===== src/rtl/rsadd_ctl.sv =====
// rsadd_ctl: sequencer for the right-shift/add alignment datapath (one pass sp, two passes dp).
// Optional completed-op counter enabled by defining RSADD_CTL_OPCNT_EN.
module rsadd_ctl #(
  parameter int CNT_W = 16
) (
  input  logic             clk,
  input  logic             reset,
  input  logic             start,
  input  logic             dp,
  input  logic [5:0]       shamt,
  input  logic             cin,
  input  logic             hold,
  input  logic             kill,
  input  logic             a0zero,
  input  logic             sticky,
  input  logic             rsovfi,
  output logic [1:0]       r0md,
  output logic [1:0]       r1md,
  output logic [4:0]       saout,
  output logic [1:0]       bsmd,
  output logic             aqcin,
  output logic             stin,
  output logic             lo_we,
  output logic             hi_we,
  output logic             busy,
  output logic             done,
  output logic             cout,
  output logic             sticky_out,
  output logic [CNT_W-1:0] opcnt
);
  typedef enum logic [1:0] {IDLE, LO, HI, DONE} state_t;
  state_t state_q, state_d;
  logic dp_q, dp_d, cin_q, cin_d, carry_q, carry_d, stk_q, stk_d, cout_q, cout_d;
  logic [5:0] s_q, s_d;
  logic lo, hi;
  always_comb begin
    state_d = state_q;
    dp_d    = dp_q;
    s_d     = s_q;
    cin_d   = cin_q;
    carry_d = carry_q;
    stk_d   = stk_q;
    cout_d  = cout_q;
    if (kill) state_d = IDLE;
    else if (!hold) begin
      case (state_q)
        LO: begin
          state_d = dp_q ? HI : DONE;
          carry_d = rsovfi;
          stk_d   = sticky | (s_q[5] & ~a0zero);
          cout_d  = rsovfi;
        end
        HI: begin
          state_d = DONE;
          cout_d  = rsovfi;
        end
        default: begin
          state_d = start ? LO : IDLE;
          dp_d    = start ? dp : dp_q;
          s_d     = start ? shamt : s_q;
          cin_d   = start ? cin : cin_q;
        end
      endcase
    end
  end
  always_ff @(posedge clk) begin
    if (reset) begin
      state_q <= IDLE;
      dp_q    <= 1'b0;
      s_q     <= '0;
      cin_q   <= 1'b0;
      carry_q <= 1'b0;
      stk_q   <= 1'b0;
      cout_q  <= 1'b0;
    end else begin
      state_q <= state_d;
      dp_q    <= dp_d;
      s_q     <= s_d;
      cin_q   <= cin_d;
      carry_q <= carry_d;
      stk_q   <= stk_d;
      cout_q  <= cout_d;
    end
  end
  // Outputs are a pure decode of registered state; only the write enables see hold.
  always_comb begin
    lo         = state_q == LO;
    hi         = state_q == HI;
    r0md       = lo ? (s_q[5] ? (dp_q ? 2'd1 : 2'd2) : 2'd0) : hi ? (s_q[5] ? 2'd2 : 2'd1) : 2'd2;
    r1md       = (lo && dp_q && !s_q[5]) ? 2'd0 : 2'd2;
    saout      = (lo || hi) ? s_q[4:0] : 5'd0;
    bsmd       = lo ? 2'd1 : hi ? 2'd2 : 2'd0;
    aqcin      = lo ? cin_q : hi ? carry_q : 1'b0;
    stin       = 1'b0;
    lo_we      = lo & ~hold;
    hi_we      = hi & ~hold;
    busy       = lo | hi;
    done       = state_q == DONE;
    cout       = done & cout_q;
    sticky_out = done & stk_q;
  end
`ifdef RSADD_CTL_OPCNT_EN
  logic [CNT_W-1:0] opcnt_q, opcnt_d;
  always_comb opcnt_d = (done && !hold && opcnt_q != '1) ? opcnt_q + CNT_W'(1) : opcnt_q;
  always_ff @(posedge clk) begin
    if (reset) opcnt_q <= '0;
    else opcnt_q <= opcnt_d;
  end
  assign opcnt = opcnt_q;
`else
  assign opcnt = '0;
`endif
endmodule


===== config.mk =====
export PLATFORM = sky130hd
export DESIGN_NAME = rsadd_ctl
export DESIGN_NICKNAME = d
export VERILOG_FILES = /design/src/rtl/rsadd_ctl.sv
export SDC_FILE = /design/constraint.sdc
export NUM_CORES = 1
export LEC_CHECK = 0
export BUFFER_PORTS_ARGS = -buffer_cell sky130_fd_sc_hd__buf_2
export CELL_PAD_IN_SITES_DETAIL_PLACEMENT = 1
export CELL_PAD_IN_SITES_GLOBAL_PLACEMENT = 2
export CORE_MARGIN = 2
export CORE_UTILIZATION = 25
export CTS_BUF_LIST = sky130_fd_sc_hd__clkbuf_8
export CTS_CLUSTER_DIAMETER = 60
export DETAILED_ROUTE_END_ITERATION = 16
export PLACE_DENSITY_LB_ADDON = 0.1
export SYNTH_ARGS = -nofsm -noshare
export SYNTH_HDL_FRONTEND = slang
export SYNTH_SLANG_ARGS = --single-unit

===== constraint.sdc =====
create_clock -name clk -period 4.2 [get_ports clk]
set_clock_uncertainty 0.15 [all_clocks]
set_input_delay 0.63 -clock clk [delete_from_list [all_inputs] [get_ports clk]]
set_output_delay 0.63 -clock clk [all_outputs]
set_load 0.005 [all_outputs]

==> summary.txt, run 1 <==
Outcome
  • Status: completed

CTS
  • CTS H-tree depth: 1
  • Clk slew on worst S/H paths: 0.06 ns
  • Setup bufs post-CTS: 0
  • CTS tree: built
  • Post_cts resized: 0
  • Number of buffers on the longest clock path: 2
  • Clk sinks: 13
  • Root Driver: clkbuf_8
  • Clk Latency, worst-skew pair: between 0.2 and 0.25 ns
  • Hold-fix buffers at CTS: 0
  • TritonCTS buffer count: 3

Worst setup path
  • Critical path type: reg2out
  • Worst Path Buf+Inv: 2
  • Worst-path fanout max: 11
  • CP top delay family: adder cells
  • CP max stage delay: 0.44 ns
  • Startpoint types: flip-flop
  • Setup crit start: state_q[0]
  • Worst Setup End Kind: output pin
  • Critical path required time: 3.42 ns
  • Worst Path Arrival: 1.47 ns
  • Critical path cell sequence: inv_1 > ha_1 > nor2b_1 > buf_2
  • Reg-to-reg startpoint: state_q[0]
  • Critical-path top delay cell: ha_1

Place
  • Dpl hpwl: 1600 microns
  • GP Congestion: 0.659
  • Post-Place Cells: 172
  • Port Buf Inserts: 32

Layout
  • Fillers: 429
  • Area growth from synthesis to layout: 17.5%
  • Register area: 260 sq um
  • Cell Count, Final, Fillers Out: 176
  • ANT cells: 0
  • Final nets: between 150 and 200
  • Layout cells sized above 1: 0.285
  • Total area of multi-input combinational cells: 464 sq um

Die
  • Initial Utilization: 0.259
  • Total Die Area: ~3900 sq um
  • Height of the die: between 60 and 70 microns
  • Die width: 62.5 microns
  • Area of the core: between 3000 and 4000 sq um
  • IO Count: 51
  • Row Count: 21

Synthesis
  • Synthesis Warnings: 0
  • Post-synth top area share: 0.304
  • Async SR Flop Fraction: 0
  • Post-synth EDFFs: 0
  • Largest cells by area after synthesis: dfxtp_1 30%, buf_4 18%, mux2i_1 12%, ha_1 7.3%, nor2_1 5.7%
  • Most common library cells after synthesis: 20 x buf_4, 13 x dfxtp_1, 13 x nor2_1
  • Count of cell types in the netlist: 22
  • Most used DFF post-synth: dfxtp_1
  • Most common cell in the netlist: buf_4
  • Post-Syn Area: 856 sq um
  • Yosys top cell by area: dfxtp_1
  • Yosys reg bits: 13
  • Syn avg cell area: 8.56 sq um
  • Sequential area share after synthesis: 0.304
  • Gate Count Post-Synth: 100

Routing
  • Wire per inst: 11.4 microns
  • Vias per cell: just under 4
  • Initial DRC count: 45
  • DRT antenna net count: 0
  • DRT Pass-1 Iters: 3
  • # DRC: 0
  • Final wirelength: 2000 microns
  • DR vias: 679

STA
  • Hold Fails Final Rpt: 0
  • Post-route minimum period: about 2.3 ns
  • Max-slew violations: 0
  • Peak Freq: 444 MHz
  • Setup TNS: 0 ns
  • Final worst-path cycle share: 0.536
  • Unrepaired setup endpoints after global routing: no
  • WHS: approximately 0.34 ns
  • Final setup viols: 0

Min path
  • Class of the worst hold path: reg2reg
  • Min-delay src: cout_q

Run
  • Max cap viols: 0

Global route
  • First-pass GRT wire length: 3330 microns
  • Largest net degree at the start of global routing: 14
  • Total congestion overflow: 0
  • Antenna violations before repair: 0
  • GRT Total Usage: 0.107
  • Vias in the first global route: 692

Power and ir drop
  • Power per Cell Area: between 200 and 300 nW/um^2
  • Worst vdd ir: between 0.1 and 0.15 mV
  • LEAKAGE: 0.478 nW
-- worst paths after layout --
| kind | end | slack (ns) | cells after the start |
|---|---|---|---|
| setup / recovery | saout[3] | 1.95 | 4 |
| hold / removal | cout_q | 0.34 | 2 |
| setup reg to reg | s_q[1] | 2.21 | 5 |
| hold reg to reg | cout_q | 0.34 | 2 |
-- final cells by class --
type                    instances  share of cell area
flip-flops and latches         13               0.259
inverters                       5              0.0187
clock inverters                 1             0.00373
multi-input cells              76               0.461
repair buffers                 32               0.159
well taps                      46              0.0572
clock buffers                   3              0.0410
-- flip-flops by register name, indices dropped and copies added, names as in the netlist --
| register | cells |
|---|---|
| cout_q | 1 |
| carry_q | 1 |
| stk_q | 1 |
| cin_q | 1 |
| s_q | 6 |
| state_q | 2 |
| dp_q | 1 |
-- metrics by stage --
step,setup WS [ns],total power [mW],utilization,instance area (sq um)
floorplan,2.40,0.166,-,920
CTS,1.93,0.276,0.304,1010
finish,1.95,0.271,0.304,1010
global placement,2.21,0.165,0.290,961
global route,1.77,0.290,0.304,1010
detailed placement,2.19,0.165,0.290,961
-- worst reg2reg max path: cells and delay by family, from the launching register on --
kind	cells	cell delay, ns
DFF	1	0.41
muxes	1	0.23
and+or+nand+nor	2	0.52
buffers and inverters	1	0.09
adders and majority gates	1	0.48
-- per-layer routing --
metal  track usage  vias up  routed length (microns)
met1         0.137      304                      986
met5             0        -                        0
met4        0.0417        0                       13
met2         0.167       30                      864
met3        0.0324        2                      136
li1              -      343                        -
-- placed cells by master, fill, tap and decap left out, types with 2 or more instances in the layout --
cell	Yosys	layout
a211oi_1	2	2
a21oi_1	2	2
and2_1	2	2
buf_2	0	32
clkbuf_8	0	3
conb_1	1	18
dfxtp_1	13	13
ha_1	5	5
inv_1	5	6
mux2i_1	10	10
nand2_1	5	5
nand2b_1	2	2
nor2_1	13	13
nor2b_1	7	7
nor3_1	2	2
o21ai_0	3	3
-- cell families (layout without fill, tap and decap cells) --
logic type	after synthesis	count (layout)	share of synthesized area
other	1	18	0.00438
adders and majority gates	5	5	0.0731
buffers and inverters	28	41	0.228
DFF	13	13	0.304
muxes	10	10	0.117
AOI/OAI and AO/OA	8	8	0.0585
and+or+nand+nor	35	35	0.215
-- power breakdown --
| group | total [mW] | switching (mW) | internal [mW] |
|---|---|---|---|
| clock | 0.109 | 0.0445 | 0.0645 |
| combinational | 0.0328 | 0.0188 | 0.0141 |
| sequential | 0.130 | 0.00276 | 0.127 |
| total | 0.271 | 0.0661 | 0.205 |
Power figures use the tool's default switching activity.
==> run 2, diff against run 1 <==
--- a/config.mk
+++ b/config.mk
@@ -9,7 +9,7 @@
 export CELL_PAD_IN_SITES_DETAIL_PLACEMENT = 1
 export CELL_PAD_IN_SITES_GLOBAL_PLACEMENT = 2
 export CORE_MARGIN = 2
-export CORE_UTILIZATION = 25
+export CORE_UTILIZATION = 21
 export CTS_BUF_LIST = sky130_fd_sc_hd__clkbuf_8
 export CTS_CLUSTER_DIAMETER = 60
 export DETAILED_ROUTE_END_ITERATION = 16
==> constraint.sdc (replaced) <==
create_clock -name clk -period 2.05 [get_ports clk]
set_clock_uncertainty 0.15 [all_clocks]
set_input_delay 0.3075 -clock clk [delete_from_list [all_inputs] [get_ports clk]]
set_output_delay 0.3075 -clock clk [all_outputs]
set_load 0.005 [all_outputs]
==> summary.txt, run 2 (synthesis results as in run 1) <==
CTS
  • TritonCTS buffer count: 3 (unchanged)
  • Clk slew on worst S/H paths: 0.05 ns (about the same)
  • Clk sinks: 13 (unchanged)
  • CTS tree: built
  • Setup bufs post-CTS: 0 (unchanged)
  • Clk Latency, worst-skew pair: 0.24 ns (about the same)
  • Root Driver: clkbuf_8
  • Number of buffers on the longest clock path: 2 (unchanged)
  • CTS H-tree depth: 1 (unchanged)
  • Hold-fix buffers at CTS: 0 (unchanged)

Global route
  • GRT Total Usage: 0.0961 (-0.0104)
  • Antenna violations before repair: 0 (unchanged)
  • Total congestion overflow: 0 (unchanged)
  • Vias in the first global route: 664 (-4.0%)
  • First-pass GRT wire length: 3170 microns (-5.0%)
  • Largest net degree at the start of global routing: 14 (unchanged)

Die
  • Total Die Area: 4600 sq um (+18%)
  • IO Count: 51 (unchanged)
  • Initial Utilization: 0.216 (-0.0430)
  • Row Count: 23 (+9.5%)
  • Area of the core: 3970 sq um (+20%)
  • Die width: 67.8 microns (+8.5%)
  • Height of the die: 67.8 microns (+8.5%)

Min path
  • WHS Path Cells: 3 (+1)
  • Class of the worst hold path: in2reg
  • Hold endpoint: dp_q
  • Min-delay src: dp

Routing
  • DRT Pass-1 Iters: 2 (-1)
  • Initial DRC count: 8 (-82%)
  • DR vias: 709 (+4.4%)
  • Final wirelength: 2150 microns (+7.2%)
  • # DRC: 0 (unchanged)
  • Vias per cell: 3.92 (+1.5%)
  • DRT antenna net count: 0 (unchanged)
  • Wire per inst: 11.9 microns (+4.3%)

Power and ir drop
  • Comb pwr share: 0.124 (+0.003)
  • Net Switching: 0.136 mW (+110%)
  • Cell Int Power: 0.422 mW (+110%)
  • Power per Cell Area: 547 nW/um^2 (+100%)
  • Sw frac: 0.243 (about the same)
  • LEAKAGE: 0.483 nW (+0.98%)
  • Clock power share: 0.400 (about the same)
  • Worst vdd ir: 0.214 mV (+100%)
  • Seq pwr share: 0.476 (-0.002)

STA
  • Peak Freq: between 500 and 600 MHz
  • Max-slew violations: 0 (unchanged)
  • Final worst-path cycle share: 0.929
  • Final setup viols: 0 (unchanged)
  • WHS: 0.154 ns (-0.185 ns)
  • Unrepaired setup endpoints after global routing: no
  • Setup TNS: 0 ns (unchanged)
  • Hold Fails Final Rpt: 0 (unchanged)
  • Post-route minimum period: 1.90 ns

Worst setup path
  • RR Endpoint: s_q[5]
  • Critical path cell sequence: inv_1 > ha_1 > buf_4 > nor2b_1 > buf_2
  • Worst Path Arrival: 1.45 ns (-0.02 ns)
  • Register-to-register setup slack: 0.28 ns (-1.93 ns)
  • Startpoint types: flip-flop
  • Worst-path fanout max: 7 (-4)
  • Critical path type: reg2out
  • Critical path required time: 1.59 ns (-1.83 ns)
  • Reg2Reg Depth: 5 (unchanged)
  • Worst Setup End Kind: output pin
  • CP max stage delay: 0.36 ns (-0.08 ns)
  • Critical-path top delay cell: dfxtp_2
  • Reg-to-reg startpoint: state_q[0]
  • CP top delay family: buffers and inverters
  • Worst Path Buf+Inv: 3 (+1)

Layout
  • Register area: 262 sq um (+0.48%)
  • Final nets: 153 (+0.66%)
  • Total area of multi-input combinational cells: 464 sq um (unchanged)
  • Commonest cells after routing, fill and taps aside: 32 x buf_2, 18 x conb_1, 13 x nor2_1
  • Biggest regs: s_q x6, state_q x2
  • Layout cells sized above 1: 0.298 (+0.0131)
  • Area growth from synthesis to layout: 19.2%
  • Most common cell after layout, fill and taps aside: buf_2
  • ANT cells: 0 (unchanged)
  • Largest Register: s_q
  • Fillers: 510 (+19%)
  • Largest register FFs: 6 (unchanged)

Place
  • Port Buf Inserts: 32 (unchanged)
  • GP Congestion: 0.660 (+0.24%)
  • Dpl hpwl: 1730 microns (+8.3%)

Outcome
  • Status: completed

Run
  • Max cap viols: 0 (unchanged)
## run 2: changes by cell type in the layout (fill, tap and decap cells not counted), sizes merged
cell | previous run | this run
buf | 32 | 33
## run 2: area by class of cell
class,instances,area share
Multi-Input combinational cell,76,0.455
Sequential cell,13,0.256
Timing Repair Buffer,33,0.164
Tap cell,50,0.0613
Clock buffer,3,0.0405
Inverter,5,0.0184
Clock inverter,1,0.00368
## run 2: per-stage QoR
stage          std cells  power [mW]  setup slack [ns]  instance area (sq um)  utilization
2_1_floorplan        117       0.339             0.440                    920            -
3_3_place_gp         177       0.340             0.240                    973        0.245
3_5_place_dp         177       0.341             0.185                    973        0.245
4_1_cts              181       0.568            0.0496                   1020        0.256
5_1_grt              181       0.597            0.0284                   1020        0.257
6_report             181       0.558             0.146                   1020        0.257
## run 2: repair_timing
| item | 4_1_cts | 5_1_grt |
|---|---|---|
| gates resized for setup | 0 | 1 |
| hold endpoints to repair | 0 | 0 |
| setup endpoints to repair | 0 | 3 |
## run 2: per-layer routing
metal  vias to the layer above  global-route usage  wire length, microns
met2                        31               0.162                  1030
met3                         4              0.0247                   175
met5                         -                   0                     0
met1                       329               0.114                   916
met4                         0              0.0450                    24
li1                        345                   -                     -
## run 2: worst max path at each step
stage	start	end	slack, ns	cells past startpoint
2_1_floorplan	state_q[0]	state_q[0]	0.44	6
3_3_place_gp	state_q[0]	s_q[4]	0.24	5
3_5_place_dp	state_q[0]	cin_q	0.18	5
4_1_cts	state_q[0]	saout[0]	0.05	5
5_1_grt	state_q[0]	saout[0]	0.03	5
6_report	state_q[0]	saout[0]	0.15	5
## run 2: worst reg2reg max path: cells and delay by family, from the launching register on
family | cells | cell delay [ns]
buf+inv | 1 | 0.07
simple gates | 2 | 0.50
mux | 1 | 0.23
fa+ha+maj | 1 | 0.35
flops | 1 | 0.36
## run 2: power groups by stage
stage / Clock [mW] / Sequential, mW / Combinational [mW]
5_1_grt: 0.251 / 0.267 / 0.0786
4_1_cts: 0.232 / 0.266 / 0.0701
3_5_place_dp: 0 / 0.271 / 0.0700
6_report: 0.223 / 0.266 / 0.0689
3_3_place_gp: 0 / 0.271 / 0.0688
2_1_floorplan: 0 / 0.269 / 0.0704
==> run 3, diff against run 2 <==
--- a/config.mk
+++ b/config.mk
@@ -8,11 +8,10 @@
 export BUFFER_PORTS_ARGS = -buffer_cell sky130_fd_sc_hd__buf_2
 export CELL_PAD_IN_SITES_DETAIL_PLACEMENT = 1
 export CELL_PAD_IN_SITES_GLOBAL_PLACEMENT = 2
-export CORE_MARGIN = 2
 export CORE_UTILIZATION = 21
 export CTS_BUF_LIST = sky130_fd_sc_hd__clkbuf_8
-export CTS_CLUSTER_DIAMETER = 60
 export DETAILED_ROUTE_END_ITERATION = 16
+export MAX_ROUTING_LAYER = met4
 export PLACE_DENSITY_LB_ADDON = 0.1
 export SYNTH_ARGS = -nofsm -noshare
 export SYNTH_HDL_FRONTEND = slang
==> summary.txt, run 3 (synthesis results as in run 1) <==
Outcome
  • Status: completed

Power and ir drop
  • Tot Pwr: 0.559 mW (+0.31%)
  • Comb pwr share: 0.122 (-0.002)
  • Seq pwr share: 0.475 (about the same)
  • Net Switching: 0.136 mW (about the same)
  • Worst vdd ir: 0.168 mV (-22%)
  • Cell Int Power: 0.424 mW (+0.39%)
  • Sw frac: 0.243 (-0.000644)
  • Clock power share: 0.403 (+0.003)
  • LEAKAGE: 0.482 nW (-0.29%)
  • Power per Cell Area: 549 nW/um^2 (+0.43%)

Routing
  • Wire per inst: 11.2 microns (-5.2%)
  • Vias per cell: 3.89 (-0.59%)
  • DRT antenna net count: 0 (unchanged)
  • DR vias: 697 (-1.7%)
  • Initial DRC count: 4 (-4)
  • # DRC: 0 (unchanged)
  • Final wirelength: 2010 microns (-6.2%)
  • DRT Pass-1 Iters: 2 (unchanged)

CTS
  • Clk Latency, worst-skew pair: 0.24 ns (about the same)
  • Clk slew on worst S/H paths: 0.06 ns (about the same)
  • Root Driver: clkbuf_8
  • Clk sinks: 13 (unchanged)
  • Number of buffers on the longest clock path: 2 (unchanged)
  • CTS tree: built
  • CTS H-tree depth: 1 (unchanged)
  • Hold-fix buffers at CTS: 0 (unchanged)
  • TritonCTS buffer count: 3 (unchanged)

Worst setup path
  • Reg2Reg Depth: 5 (unchanged)
  • Worst-path fanout max: 7 (unchanged)
  • Critical path required time: 1.59 ns (about the same)
  • Setup crit start: state_q[0]
  • RR Endpoint: s_q[3]
  • Worst Path Arrival: 1.45 ns (about the same)
  • Reg-to-reg startpoint: state_q[0]
  • Critical path type: reg2out
  • Setup crit end: saout[2]
  • Worst Setup End Kind: output pin
  • Startpoint types: flip-flop
  • Register-to-register setup slack: 0.28 ns (about the same)

STA
  • Post-route minimum period: 1.91 ns (+0.00321 ns)
  • Final setup margin: 0.143 ns (-0.00321 ns)
  • Peak Freq: 524 MHz (-0.17%)
  • Unrepaired setup endpoints after global routing: no
  • Final setup viols: 0 (unchanged)
  • Setup TNS: 0 ns (unchanged)
  • Final worst-path cycle share: 0.930 (+0.00157)
  • Hold Fails Final Rpt: 0 (unchanged)
  • Max-slew violations: 0 (unchanged)

Place
  • GP Congestion: 0.640 (-3.0%)
  • Place WS: 0.204 ns (+0.0188 ns)
  • Dpl hpwl: 1640 microns (-5.3%)
  • Port Buf Inserts: 32 (unchanged)
  • Post-Place Cells: 175 (-1.1%)

Layout
  • Total area of multi-input combinational cells: 464 sq um (unchanged)
  • Biggest regs: s_q x6, state_q x2
  • ANT cells: 0 (unchanged)
  • Layout cells sized above 1: 0.305 (+0.00763)
  • Commonest cells after routing, fill and taps aside: 32 x buf_2, 18 x conb_1, 13 x nor2_1
  • Fillers: 475 (-6.9%)
  • Cell Count, Final, Fillers Out: 179 (-1.1%)
  • Util after Layout: 0.270 (+0.0133)
  • Largest register FFs: 6 (unchanged)
  • Area growth from synthesis to layout: 19.0%
  • Most common cell after layout, fill and taps aside: buf_2
  • Register area: 262 sq um (unchanged)
  • Final nets: 153 (unchanged)
  • Largest Register: s_q

Die
  • Total Die Area: 4330 sq um (-5.8%)
  • Initial Utilization: 0.227 (+0.0114)
  • Row Count: 22 (-4.3%)
  • Height of the die: 65.8 microns (-2.9%)
  • Area of the core: 3770 sq um (-5.0%)
  • IO Count: 51 (unchanged)
  • Die width: 65.8 microns (-2.9%)

Min path
  • Class of the worst hold path: in2reg

Global route
  • Total congestion overflow: 0 (unchanged)
  • GRT Total Usage: 0.0948 (-0.00135)
  • Largest net degree at the start of global routing: 14 (unchanged)
  • Antenna violations before repair: 0 (unchanged)
  • First-pass GRT wire length: 3040 microns (-3.9%)
  • Vias in the first global route: 648 (-2.4%)

Run
  • Max cap viols: 0 (unchanged)
==> run 3: cell types whose count changed in the layout (fill, tap and decap cells not counted), sizes merged <==
cell,before,now
clkinv,0,1
inv,6,5
==> run 3: power groups by stage <==
stage          logic (mW)  clock network, mW  registers (mW)
4_1_cts            0.0696              0.238           0.266
2_1_floorplan      0.0704                  0           0.269
5_1_grt            0.0774              0.250           0.267
3_5_place_dp       0.0693                  0           0.271
3_3_place_gp       0.0687                  0           0.271
6_report           0.0684              0.225           0.266
==> run 3: critical path: stages, from the launching register on <==
cell and delay [ns]:
dfxtp_2 0.37, inv_1 0.07, ha_1 0.35, buf_4 0.19, nor2b_1 0.12, buf_2 0.12
==> run 3: worst min-delay path by stage <==
stage                  start  cells past startpoint         end  slack [ns]
floorplan              reset                      1  state_q[0]        0.23
global placement      cout_q                      2      cout_q        0.32
detailed placement    s_q[1]                      2      s_q[1]        0.34
CTS                      cin                      3       cin_q        0.16
global route            kill                      2  state_q[0]        0.16
finish              shamt[4]                      3      s_q[4]        0.15
==> run 3: layout make-up <==
| cell class | instances | area share |
|---|---|---|
| sequential | 13 | 0.257 |
| multi-input combinational | 76 | 0.456 |
| clock inverter | 1 | 0.00491 |
| inverter | 5 | 0.0184 |
| timing repair buffer | 33 | 0.165 |
| tap | 48 | 0.0590 |
| clock buffer | 3 | 0.0405 |
==> run 3: per-layer routing <==
metal,up-vias,routed length (microns),GRT usage
met3,2,138,0.0207
met4,0,12,0.0245
met5,-,0,-
met2,28,898,0.142
met1,319,963,0.128
li1,348,-,-
==> run 3: what timing repair did <==
action                                  4_1_cts  5_1_grt
buffers inserted                              0        0
endpoints found under the setup margin        0        4
resized for setup                             0        1
==> run 3: stage by stage <==
| stage | area [sq um] | hold slack [ns] |
|---|---|---|
| finish | 1020 | 0.153 |
| global route | 1020 | 0.161 |
| CTS | 1020 | 0.156 |
| detailed placement | 971 | 0.336 |
| global placement | 971 | 0.315 |
| floorplan | 920 | 0.230 |
